--- config.mk ---
export PLATFORM = sky130hd
export DESIGN_NAME = pc_counter
export DESIGN_NICKNAME = d
export VERILOG_FILES = /design/src/rtl/pc_counter.sv
export SDC_FILE = /design/constraint.sdc
export NUM_CORES = 1
export LEC_CHECK = 0
export ABC_CLOCK_PERIOD_IN_PS = 1700
export CORE_MARGIN = 4
export CORE_UTILIZATION = 45
export DETAILED_ROUTE_END_ITERATION = 6
export HOLD_SLACK_MARGIN = 0.15
export PLACE_DENSITY = 0.79
export SYNTH_ARGS = -nofsm -noshare
export SYNTH_HDL_FRONTEND = slang
export SYNTH_SLANG_ARGS = --single-unit
--- constraint.sdc ---
create_clock -name CLK -period 1.7 [get_ports CLK]
set_input_delay 0.255 -clock CLK [delete_from_list [all_inputs] [get_ports CLK]]
set_output_delay 0.255 -clock CLK [all_outputs]
set_load 0.005 [all_outputs]
--- src/rtl/pc_counter.sv ---
// Program counter register: reset > STALL > LOAD > INC > hold, one-cycle latency.
// STALL freezes both OUT and WRAP; there is no other backpressure.
module pc_counter #(
  parameter int               WIDTH     = 16,
  parameter logic [WIDTH-1:0] RESET_VAL = '0
) (
  input  logic             CLK,
  input  logic             RST_N,
  input  logic             STALL,
  input  logic             LOAD,
  input  logic             INC,
  input  logic [WIDTH-1:0] IN,
  output logic [WIDTH-1:0] OUT,
  output logic             WRAP
);

  logic [WIDTH:0] inc_sum;

  // Carry-out of the increment is the wrap indication.
  assign inc_sum = {1'b0, OUT} + {{WIDTH{1'b0}}, 1'b1};

  always_ff @(posedge CLK) begin
    if (!RST_N) begin
      OUT  <= RESET_VAL;
      WRAP <= 1'b0;
    end else if (STALL) begin
      OUT  <= OUT;
      WRAP <= WRAP;
    end else if (LOAD) begin
      OUT  <= IN;
      WRAP <= 1'b0;
    end else if (INC) begin
      OUT  <= inc_sum[WIDTH-1:0];
      WRAP <= inc_sum[WIDTH];
    end else begin
      OUT  <= OUT;
      WRAP <= 1'b0;
    end
  end

endmodule

==> metrics.log, run 1 <==
INFO  metric critical_path_required = 1.44 ns
INFO  metric wl_per_cell = roughly 15 µm
INFO  metric ioPinCount = 38
INFO  metric r2r_setup_slack = about 0.10 ns
INFO  metric ir_drop_worst_vdd = between 300 and 400 µV
INFO  metric start_util = 46.7%
INFO  metric worst_r2r_path_depth = 5
INFO  metric static-leakage-power = 0.587 nW
INFO  metric ys_ff_latch = 17
INFO  metric layout.core_utilization = 67.3%
INFO  metric layout.cell_area.non_filler = around 0.0017 mm²
INFO  metric dr_total_vias = 1317
INFO  metric layout.area.seq = 342 µm²
INFO  metric synthesized_netlist_cell_count = between 100 and 150
INFO  metric detail_route.vias_per_cell = 5.91
INFO  metric groute.usage.overall = a little over a fifth
INFO  metric synth_nets = roughly 170
INFO  metric cts_made_buffers = 3
INFO  metric io_buffer_count = 37
INFO  metric filler_cell_count = 219
INFO  metric antenna_found_initial = 0
INFO  metric grt_use_met2 = between 30% and 40%
INFO  metric floorplan_die_height = 58.5 µm
INFO  metric place_hpwl = 2.52 mm
INFO  metric p_total = 0.000930 W
INFO  metric drive_above_1_share = 17.1%
INFO  metric groute.layer.met3.usage = around 2.9%
INFO  metric grt_util_met1 = between 20 and 30%
INFO  metric cellPowerDensity = 563 mW/mm²
INFO  metric timing.fmax = 614 MHz
INFO  metric setup.worst_path.start = OUT[8]
INFO  metric clock_latency_on_the_worst_skew_pair = slightly below 0.3 ns
INFO  metric slew_headroom = 64.1%
INFO  metric worst_setup_hold_path_clk_slew = 0.11 ns
INFO  metric cts_hold_repair.buffers = 0
INFO  metric synthToLayoutAreaGrowth = 44.1%
INFO  metric synth_edf_count = 0
INFO  metric initialDrtViolationCount = 44
INFO  metric whs_path_depth = 2
INFO  metric synthFlopType = sky130_fd_sc_hd__dfxtp_1
INFO  metric largest_fanout_on_the_critical_path = 6
INFO  metric globalRouteOverflowTotal = 0
INFO  metric syn_area_per_cell = between 7 and 8 µm²
INFO  metric tritoncts = done
INFO  metric route.antenna.remaining_nets = 0
INFO  metric cts_num_sinks = 17
INFO  metric ys_seq_area_share = 29.7%
INFO  metric antennaDiodeCount = 0
INFO  metric yosys_warnings = 0
INFO  metric sort_of_element_at_the_end_of_the_critical_path = primary output
INFO  metric drt-pass1-iter-count = 4
INFO  metric timing.critical_path.arrival = 1.37 ns
INFO  metric class_of_the_tightest_hold_or_removal_check = register to register
INFO  metric dieArea = 0.00342 mm²
INFO  metric unrepaired_setup_endpoints_after_global_routing = false
INFO  metric area_of_combinational_cells_with_multiple_inputs = 737 µm²
INFO  metric placement.cell_area = around 0.0016 mm²
INFO  metric min_period = 1.63 ns
INFO  metric maxCapViolations = 0
INFO  metric timing.final.hold_violations = 0
INFO  metric ys_async_sr_fraction = 0%
INFO  metric routed_wirelength = 3.39 mm
INFO  metric tightestPinTransition = 0.538 ns
INFO  metric num_rows = 18
INFO  metric fin_setup_tns = 0 ns
INFO  metric global_route_wire_length_before_repair = around 5.7 mm
INFO  metric cts-root-to-sink-buffers = 2
INFO  metric place_congestion = ~0.89
INFO  metric path_class = register to primary output
INFO  metric design.final.nets = approximately 220
INFO  metric regToRegStartpoint = OUT[0]
INFO  metric floorplan.core_area = about 0.0025 mm²
INFO  metric worstReg2RegEnd = WRAP
INFO  metric maximum_number_of_pins_on_one_net_before_global_route_repair = 22
INFO  metric hold-worst-slack = 0.462 ns
INFO  metric ctsRootBufferMaster = sky130_fd_sc_hd__clkbuf_4
INFO  metric busiest_layer = met2
INFO  metric final.period_utilization = 95.8%
INFO  metric netlist_area = about 0.0011 mm²
INFO  metric setup_viol_count_final = 0
INFO  metric cts-htree-levels = 1
INFO  metric drc_errors = 0
INFO  metric dieWidth = approximately 60 µm
INFO  metric final-max-slew-violation-count = 0
INFO  metric run_status = complete, no violations
INFO  metric endpoint = OUT[8]
INFO  metric clock-skew-final = 0.00634 ns
INFO  metric synth_cell_types = 44
INFO  metric critical_path.startpoint_type = register
INFO  metric first_global_vias = roughly 1300
-- registers in the layout (all words and copies together) (netlist names) --
name  count
OUT      16
WRAP      1
-- critical path: stages (launching register included) --
cell	delay [ns]
sky130_fd_sc_hd__dfxtp_1	0.43
sky130_fd_sc_hd__buf_4	0.16
sky130_fd_sc_hd__clkdlybuf4s50_1	0.49
-- worst min path at each step --
stage | startpoint | endpoint | slack, ns
floorplan | STALL | WRAP | 0.40
global placement | WRAP | WRAP | 0.44
detailed placement | WRAP | WRAP | 0.45
CTS | WRAP | WRAP | 0.46
global route | WRAP | WRAP | 0.49
finish | WRAP | WRAP | 0.46
-- layout by cell type, fill, tap and decap left out, types with 2 or more instances in the layout --
cell | Yosys | routed
sky130_fd_sc_hd__or3_1 | 2 | 2
sky130_fd_sc_hd__a22o_1 | 2 | 2
sky130_fd_sc_hd__dfxtp_1 | 17 | 16
sky130_fd_sc_hd__nor4_2 | 3 | 3
sky130_fd_sc_hd__clkdlybuf4s50_1 | 0 | 37
sky130_fd_sc_hd__nand2_1 | 17 | 17
sky130_fd_sc_hd__inv_1 | 3 | 3
sky130_fd_sc_hd__a22oi_1 | 2 | 2
sky130_fd_sc_hd__o22ai_1 | 2 | 2
sky130_fd_sc_hd__nor2_1 | 11 | 11
sky130_fd_sc_hd__mux2i_1 | 5 | 5
sky130_fd_sc_hd__clkbuf_4 | 0 | 3
sky130_fd_sc_hd__o31ai_1 | 2 | 2
sky130_fd_sc_hd__nor2b_1 | 2 | 2
sky130_fd_sc_hd__o21a_1 | 2 | 2
sky130_fd_sc_hd__nand4_2 | 2 | 2
sky130_fd_sc_hd__nor3_1 | 5 | 5
sky130_fd_sc_hd__a21oi_1 | 10 | 10
sky130_fd_sc_hd__o21ai_0 | 5 | 5
sky130_fd_sc_hd__nor4_1 | 3 | 3
sky130_fd_sc_hd__a31oi_1 | 7 | 7
sky130_fd_sc_hd__buf_4 | 1 | 17
sky130_fd_sc_hd__nand3_1 | 10 | 9
sky130_fd_sc_hd__nand4_1 | 5 | 5
-- final cells by class --
class / instances / share of cell area, %
clock buffers: 4 / 1.59
inverters: 3 / 0.682
multi-input cells: 115 / 44.6
flip-flops and latches: 17 / 20.7
well taps: 30 / 2.27
repair buffers: 54 / 30.2
-- metrics by stage --
stage               std cells  setup slack [ns]
detailed placement        219            -0.133
finish                    223            0.0711
global route              223            0.0135
floorplan                 144            0.0937
CTS                       223            0.0370
global placement          219            -0.111
-- synth_stat cells (2+ instances only) --
master,instances,area [µm²]
sky130_fd_sc_hd__o22ai_1,2,12.5
sky130_fd_sc_hd__nor2b_1,2,12.5
sky130_fd_sc_hd__a22o_1,2,17.5
sky130_fd_sc_hd__nor4_1,3,18.8
sky130_fd_sc_hd__o21ai_0,5,25.0
sky130_fd_sc_hd__nand4_1,5,31.3
sky130_fd_sc_hd__nor2_1,11,41.3
sky130_fd_sc_hd__o31ai_1,2,15.0
sky130_fd_sc_hd__buf_6,2,22.5
sky130_fd_sc_hd__inv_1,3,11.3
sky130_fd_sc_hd__dfxtp_1,17,340
sky130_fd_sc_hd__buf_2,2,10.0
sky130_fd_sc_hd__nor3_1,5,25.0
sky130_fd_sc_hd__nand4_2,2,25.0
sky130_fd_sc_hd__nand3_1,10,50.1
sky130_fd_sc_hd__nor4_2,3,37.5
sky130_fd_sc_hd__o21a_1,2,15.0
sky130_fd_sc_hd__a22oi_1,2,15.0
sky130_fd_sc_hd__a21oi_1,10,50.1
sky130_fd_sc_hd__a31oi_1,7,43.8
sky130_fd_sc_hd__clkbuf_1,3,11.3
sky130_fd_sc_hd__mux2i_1,5,50.1
sky130_fd_sc_hd__nand2_1,17,63.8
sky130_fd_sc_hd__or3_1,2,12.5
-- per-layer routing --
| metal | up-vias | part of all wire (%) |
|---|---|---|
| li1 | 643 | - |
| met1 | 617 | 45 |
| met5 | - | 0 |
| met3 | 6 | 7.6 |
| met4 | 0 | 1.3 |
| met2 | 51 | 46 |
-- power breakdown --
part	switching, W	internal (W)	total, W
sequential	0.0000332	0.000421	0.000455
clock	0.000137	0.0000912	0.000228
combinational	0.000102	0.000145	0.000247
-- kinds of logic after synthesis --
logic type	Yosys count	share of synthesized area [%]
mux	5	4.37
flops	17	29.7
xor+xnor	1	0.764
simple gates	68	33.7
compound gates	40	23.7
buf+inv	12	6.66
fa+ha+maj	1	1.09
-- repair_timing --
item | in CTS | in global routing
resized for setup | 0 | 3
endpoints found under the setup margin | 0 | 4
hold endpoints to repair | 0 | 0
setup buffers | 0 | 0
Power figures use the tool's default switching activity.
==> inputs of run 2 (changes only) <==
--- a/config.mk
+++ b/config.mk
@@ -7,4 +7,5 @@
 export LEC_CHECK = 0
 export ABC_CLOCK_PERIOD_IN_PS = 1700
+export CORE_ASPECT_RATIO = 0.7
 export CORE_MARGIN = 4
 export CORE_UTILIZATION = 45
==> constraint.sdc (replaced) <==
create_clock -name CLK -period 1.7 [get_ports CLK]
set_input_delay 0.17 -clock CLK [delete_from_list [all_inputs] [get_ports CLK]]
set_output_delay 0.17 -clock CLK [all_outputs]
set_load 0.005 [all_outputs]
==> run 2 against run 1 <==
Effect of this change:
- cell area stayed put
- sequential power hardly changed
- largest cell class unchanged
- register-to-register slack worse by 0.02 ns
- sequential share of layout area stayed put
- die area is 0.39% higher
- clock power hardly changed
- clock-buffer cell count stayed put
- core utilization is 5.2 points higher
==> metrics.log, run 2 (synthesized netlist as in run 1, its figures left out) <==
INFO  metric dieArea = around 0.0034 mm²
INFO  metric place_congestion = 0.870
INFO  metric critical_path.slowest_cell = sky130_fd_sc_hd__clkdlybuf4s50_1
INFO  metric tritoncts = done
INFO  metric final-max-slew-violation-count = 0
INFO  metric maximum_number_of_pins_on_one_net_before_global_route_repair = 31
INFO  metric dieWidth = 68.3 µm
INFO  metric cts-htree-levels = 1
INFO  metric fin_setup_tns = 0 ns
INFO  metric io_buffer_count = 37
INFO  metric layout.core_utilization = 72.5%
INFO  metric path_class = register to primary output
INFO  metric tightestPinTransition = 0.307 ns
INFO  metric detail_route.vias_per_cell = just under 6
INFO  metric cpPeakStageDelay = just over 0.5 ns
INFO  metric layout.cell_area.non_filler = approximately 0.0017 mm²
INFO  metric timing.fmax = roughly 610 MHz
INFO  metric final.period_utilization = 97.0%
INFO  metric max_reg_flops = 16
INFO  metric placement.cell_area = ~0.0016 mm²
INFO  metric global_route_wire_length_before_repair = 5.68 mm
INFO  metric timing.critical_path.arrival = 1.48 ns
INFO  metric filler_cell_count = approximately 190
INFO  metric regMostFlops = OUT
INFO  metric ir_drop_worst_vdd = 398 µV
INFO  metric floorplan.core_area = 0.00228 mm²
INFO  metric cts_num_sinks = 17
INFO  metric route.antenna.remaining_nets = 0
INFO  metric cellPowerDensity = 567 mW/mm²
INFO  metric class_of_the_tightest_hold_or_removal_check = register to register
INFO  metric num_rows = 14
INFO  metric min_period = 1.65 ns
INFO  metric drt-pass1-iter-count = 4
INFO  metric dr_total_vias = 1309
INFO  metric slew_headroom = 79.4%
INFO  metric timing.final.hold_violations = 0
INFO  metric wl_per_cell = 15.7 µm
INFO  metric cts-root-to-sink-buffers = 2
INFO  metric layout_common_cells = sky130_fd_sc_hd__clkdlybuf4s50_1, sky130_fd_sc_hd__nand2_1, sky130_fd_sc_hd__dfxtp_1, sky130_fd_sc_hd__buf_4, sky130_fd_sc_hd__nor2_1
INFO  metric groute.usage.overall = between 20 and 25%
INFO  metric critical_path.startpoint_type = register
INFO  metric largestRegisters = OUT x16, WRAP x1
INFO  metric layout.area.seq = 342 µm²
INFO  metric critical_path_required = 1.53 ns
INFO  metric ctsRootBufferMaster = sky130_fd_sc_hd__clkbuf_4
INFO  metric critical_path_s_top_delay_family = buffers and inverters
INFO  metric antenna_found_initial = 0
INFO  metric antennaDiodeCount = 0
INFO  metric timing.critical_path.buf_inv = 2
INFO  metric numPlacedInstances = between 200 and 250
INFO  metric final_critical_path_setup_slack = ~0.05 ns
INFO  metric drive_above_1_share = 16.2%
INFO  metric start_util = 50.3%
INFO  metric cts_made_buffers = 3
INFO  metric run_status = complete, no violations
INFO  metric first_global_vias = 1199
INFO  metric globalRouteOverflowTotal = 0
INFO  metric unrepaired_setup_endpoints_after_global_routing = false
INFO  metric setup_viol_count_final = 0
INFO  metric place_hpwl = between 2 and 3 mm
INFO  metric design.final.nets = ~210
INFO  metric synthToLayoutAreaGrowth = 44.1%
INFO  metric routed_wirelength = 3.51 mm
INFO  metric floorplan_die_height = 50.2 µm
INFO  metric worst_setup_hold_path_clk_slew = 0.10 ns
INFO  metric sort_of_element_at_the_end_of_the_critical_path = primary output
INFO  metric area_of_combinational_cells_with_multiple_inputs = ~740 µm²
INFO  metric initialDrtViolationCount = 102
INFO  metric worst_setup_slack_after_placement = -0.0135 ns
INFO  metric drc_errors = 0
INFO  metric worstPathCellList = buf_4 -> clkdlybuf4s50_1
INFO  metric layout_commonest_cell = sky130_fd_sc_hd__clkdlybuf4s50_1
INFO  metric ioPinCount = 38
INFO  metric largest_fanout_on_the_critical_path = 6
INFO  metric final_standard_cell_count_with_taps_included_and_fillers_excluded = around 220
INFO  metric clock-skew-final = 0.00145 ns
INFO  metric maxCapViolations = 0
INFO  metric clock_latency_on_the_worst_skew_pair = 0.30 ns
INFO  metric static-leakage-power = 0.583 nW
-- run 2: area by class of cell --
cell class / count / share of cell area [%]
clock buffers: 4 / 1.59
inverters: 3 / 0.682
multi-input cells: 115 / 44.6
flip-flops and latches: 17 / 20.7
well taps: 32 / 2.42
repair buffers: 52 / 30.0
-- run 2: report_power, final --
group / internal [W] / leakage, nW / switching [W]
sequential: 0.000421 / 0.140 / 0.0000357
clock: 0.0000916 / 0.0150 / 0.000137
combinational: 0.000147 / 0.428 / 0.000103
-- run 2: per-stage QoR --
stage	hold slack (ns)	total power, W
floorplan	0.311	0.000565
global placement	0.446	0.000703
detailed placement	0.450	0.000711
CTS	0.458	0.000936
global route	0.491	0.000984
finish	0.458	0.000936
-- run 2: worst paths after layout --
| kind | start | to | slack, ns | depth (start not counted) |
|---|---|---|---|---|
| setup / recovery | OUT[7] | OUT[7] | 0.05 | 2 |
| hold / removal | WRAP | WRAP | 0.46 | 2 |
| setup reg to reg | OUT[0] | WRAP | 0.08 | 5 |
| hold reg to reg | WRAP | WRAP | 0.46 | 2 |
-- run 2: routing by layer --
layer,vias to the layer above,routed length [µm],track usage [%]
li1,644,-,-
met1,603,1670,31.2
met2,58,1500,31.4
met3,4,305,6.47
met4,0,27,4.62
met5,-,0,0
-- run 2: worst register-to-register path, cell delays in order, from the launching register on --
cell and delay, ns:
sky130_fd_sc_hd__dfxtp_1 0.36, sky130_fd_sc_hd__ha_2 0.25, sky130_fd_sc_hd__and4_4 0.26, sky130_fd_sc_hd__nand4_1 0.15
sky130_fd_sc_hd__or3_1 0.40, sky130_fd_sc_hd__a21oi_1 0.14
-- run 2: repair_timing --
item	in CTS	in global routing
resized for setup	0	3
buffers inserted	0	0
endpoints found under the setup margin	0	4
hold buffers	0	0
